$ cat config.mk
export PLATFORM = sky130hd
export DESIGN_NAME = pdm_decimator
export DESIGN_NICKNAME = d
export VERILOG_FILES = /design/src/rtl/pdm_decimator.sv
export SDC_FILE = /design/constraint.sdc
export NUM_CORES = 1
export LEC_CHECK = 0
export ABC_AREA = 1
export CAP_MARGIN = 10
export CORE_ASPECT_RATIO = 1.1
export CORE_MARGIN = 5
export CORE_UTILIZATION = 37
export DETAILED_ROUTE_END_ITERATION = 7
export PLACE_DENSITY = 0.57
export SLEW_MARGIN = 10
export SYNTH_ARGS = -nofsm -noshare
export SYNTH_HDL_FRONTEND = slang
export SYNTH_SLANG_ARGS = --single-unit
export TNS_END_PERCENT = 5
$ cat constraint.sdc
create_clock -name clk -period 3 [get_ports clk]
set_input_delay 0.3 -clock clk [delete_from_list [all_inputs] [get_ports clk]]
set_output_delay 0.3 -clock clk [all_outputs]
set_load 0.02 [all_outputs]
$ cat src/rtl/pdm_decimator.sv
// rtl/pdm_decimator.sv - 2nd-order CIC decimator turning a PDM bit stream into 8-bit unsigned PCM samples
module pdm_decimator #(
    parameter int DECIM = 64,
    parameter int AW    = 2 * $clog2(DECIM) + 2
) (
    input  logic       clk,
    input  logic       reset,
    input  logic       enable,
    input  logic       pdm_bit,
    input  logic       pdm_valid,
    output logic [7:0] pcm_data,
    output logic       pcm_valid,
    input  logic       pcm_ready,
    output logic       overrun
);

    localparam int            LD      = $clog2(DECIM);
    localparam logic [AW-1:0] SAT_MAX = AW'(DECIM * DECIM - 1);
    localparam logic [LD-1:0] LAST    = LD'(DECIM - 1);

    logic [LD-1:0] count;
    logic [AW-1:0] i1, i2, d1, d2;
    logic          close_d;

    logic          accept, close;
    logic [AW-1:0] i1_new, c1, c2, c2_sat;
    logic [7:0]    pcm_next;

    always_comb begin
        accept   = enable & pdm_valid;
        close    = accept && (count == LAST);
        i1_new   = i1 + AW'(pdm_bit);
        c1       = i2 - d1;
        c2       = c1 - d2;
        c2_sat   = (c2 > SAT_MAX) ? SAT_MAX : c2;
        // Top 8 bits of the 2*log2(DECIM)-bit full-scale range; zero-filled below bit 0 for small DECIM
        pcm_next = 8'(({c2_sat, 8'd0}) >> (2 * LD));
    end

    // Integrators and window counter run at the accepted-bit rate
    always_ff @(posedge clk or posedge reset) begin
        if (reset) begin
            count   <= '0;
            i1      <= '0;
            i2      <= '0;
            close_d <= 1'b0;
        end else begin
            close_d <= close;
            if (accept) begin
                i1    <= i1_new;
                i2    <= i2 + i1_new;
                count <= count + LD'(1);
            end
        end
    end

    // Combs evaluate from the integrator value frozen at window close; d2 holds the previous c1
    always_ff @(posedge clk or posedge reset) begin
        if (reset) begin
            d1        <= '0;
            d2        <= '0;
            pcm_data  <= 8'h00;
            pcm_valid <= 1'b0;
            overrun   <= 1'b0;
        end else if (close_d) begin
            d1        <= i2;
            d2        <= c1;
            pcm_data  <= pcm_next;
            pcm_valid <= 1'b1;
            if (pcm_valid && !pcm_ready)
                overrun <= 1'b1;
        end else if (pcm_valid && pcm_ready) begin
            pcm_valid <= 1'b0;
        end
    end

endmodule

==> results.toml <==
[routing]
ant_nets = 0
wirelength_um = 11200
vias = 4438
drt_pre_antenna_iters = 4
post_drt_wl_per_cell_um = 12.3
drc = 0
drtIter0Drc = 149
via_per_inst = 4.89

[setup_path]
cp.required_ns = 3.23
worstSetupPathType = "flop to flop"
reg2reg_to = "pcm_data[1]$_DFFE_PP0P_"
crit_path_cell_trace = "ha_4, fa_2, o21ai_4, a21oi_2, o21bai_1, xor2_1, inv_1, ha_4, nand2_2, o21a_1, nand2_2, a21oi_2, xnor2_1, inv_2, nand3_2, nand2_1, inv_1"
slowest_delay_ns = 0.41
worstPathArrival_ns = 3.31
cp.buffers_inverters = 3
worst-r2r-cell-count = 17
crit_cells = 17
critical_path.top_delay_family = "adder cells"
cp_max_fo = 8
r2r_start = "d1[0]$_DFFE_PP0P_"
endpoint_kind = "flop"
start_kind = "flop"
reg2reg_slack_ns = -0.08
startpoint = "d1[0]$_DFFE_PP0P_"
critPathSlowestCell = "dfrtp_1"

[timing]
slew_viol_final = 0
slew_headroom_pct = 58.3
min_period_ns = 3.08
setup_violations = 8
holdWs_ns = 0.359
fmax_mhz = 324
worst_slack_ns = -0.0828
setup_tns_ns = -0.515
fin_skew_ns = 0.00947
rsz0062_at_grt = "yes"
worstMarginPinSlew_ns = 0.624
fin_crit_sh_pct = 103
hold_viol = 0

[die]
fp.dieW_um = 121
ioPinCount = 16
fp.dieArea_um2 = 15900
die_y_um = 132
start_util_pct = 37.7
core_um2 = 13200
rows = 44

[clocking]
clock_sinks = 73
worstSkewPairLatency_ns = 0.34
cts_buffers = 9
cts_tree = "yes"
clk_pin_slew_worst_paths_ns = 0.06
hold_buffers = 0
root_buffer = "clkbuf_16"
clock_path_buffers = 2
htree_levels = 3

[placement]
routabilityCongestion = 0.895
dpl.hpwl_um = 8190
portBuffers = 15
dp_cells = 882
placement.cell_area_um2 = 5770

[logic_synthesis]
synth_ff_type = "dfrtp_1"
async_flop_share_pct = 100
syn_area_um2 = 4980
syn_nets = 707
synth_edf_count = 0
ys.warnings.count = 0
synthCells = 656
syn_area_per_cell_um2 = 7.59
ys_ff_latch = 73
synthDistinctLibCells = 39
synth_area_leader_cell = "dfrtp_1"
ys_top_cells_by_area = "dfrtp_1 37%, nand2_1 11%, ha_1 11%"
synth_top_area_share_pct = 36.7
ys_seq_area_share_pct = 36.7

[finish]
area_growth_pct = 27.1
diodes = 0
final_area_um2 = 6330
layout-drive-gt1-share_pct = 20.5
final_cell_mix = "147 x nand2_1, 96 x inv_1, 73 x dfrtp_1"
finalNonFillerCells = 908
layout_commonest_cell = "nand2_1"
fin_nets = 793

[global_routing]
grt_pass1_vias = 4503
antenna_found_initial = 0
grt_max_degree = 56
grtUsageMet1_pct = 17.4
grt_use_met2_pct = 27.0
gr-max-usage-layer = "met2"
use_met3_pct = 3.18
grtUsageTotal_pct = 15.0
grt_pass1_wl_um = 19600
overflow = 0

[run_status]
outcome = "finished with violations"
failed_checks = "negative setup slack"

[flow_run]
max-cap-violations = 0

[worst_hold_path]
worstHoldPathType = "input pin to asynchronous set/reset pin"
-- synth_stat cells, types with 6 or more instances --
library cell / count
nor3_1: 7
xor2_1: 23
or2_2: 10
a21oi_1: 39
dfrtp_1: 73
nand3_1: 40
inv_1: 98
nand2_1: 151
clkbuf_1: 12
nand2_2: 6
nor2_1: 34
xnor2_1: 9
o21ai_1: 10
ha_1: 42
o21ai_0: 56
-- final cells by class --
| cell class | count | area [um^2] |
|---|---|---|
| clock buffer | 11 | 243 |
| clock inverter | 5 | 55.1 |
| fill | 1288 | 6880 |
| inverter | 102 | 383 |
| multi-input combinational | 468 | 2910 |
| sequential | 73 | 1830 |
| tap | 161 | 201 |
| timing repair buffer | 88 | 711 |
-- routing by layer --
layer | routed length [um] | up-vias
li1 | - | 2298
met1 | 5000 | 2054
met2 | 5580 | 66
met3 | 370 | 20
met4 | 235 | 0
met5 | 0 | -
-- sequential cells by signal, summed over array words and instances (netlist names) --
signal	cells
d2	14
pcm_data	8
count	6
d1	14
i1	14
overrun	1
i2	14
pcm_valid	1
close_d	1
-- cell families after synthesis --
logic type	after synthesis	share of synthesized area [%]
flops	73	36.7
buf+inv	115	8.67
fa+ha+maj	45	11.8
xor+xnor	32	5.63
compound gates	126	13.7
simple gates	265	23.5
-- worst register-to-register path: stages, from the launching register on --
cell      delay, ns
dfrtp_1        0.41
ha_4           0.17
fa_2           0.37
o21ai_4        0.23
a21oi_2        0.07
o21bai_1       0.16
xor2_1         0.20
inv_1          0.10
ha_4           0.31
nand2_2        0.07
o21a_1         0.23
nand2_2        0.09
a21oi_2        0.05
xnor2_1        0.14
inv_2          0.17
nand3_2        0.09
nand2_1        0.07
inv_1          0.04
-- stage by stage --
stage / worst slack, ns / util (%)
after floorplan: 0.0680 / -
after global placement: -0.317 / 43.7
after detailed placement: -0.372 / 43.7
after CTS: -0.0924 / 47.3
after global routing: -0.277 / 47.9
final: -0.0828 / 47.9
-- timing repair --
| action | CTS | global route |
|---|---|---|
| endpoints found under the setup margin | 9 | 11 |
| setup buffers | 5 | 5 |
| gates resized for setup | 30 | 11 |
| pin swaps | 23 | 24 |
| hold endpoints to repair | 0 | 0 |
-- how the worst max path moves through the flow --
stage / end
final: pcm_data[1]$_DFFE_PP0P_
after global routing: pcm_data[1]$_DFFE_PP0P_
after CTS: pcm_data[6]$_DFFE_PP0P_
after detailed placement: i2[13]$_DFFE_PP0P_
after global placement: i2[13]$_DFFE_PP0P_
after floorplan: pcm_data[0]$_DFFE_PP0P_
Power is left out: the tool's default activity adds up to more than one toggle a clock period on the data nets, which glitch-free logic cannot reach.
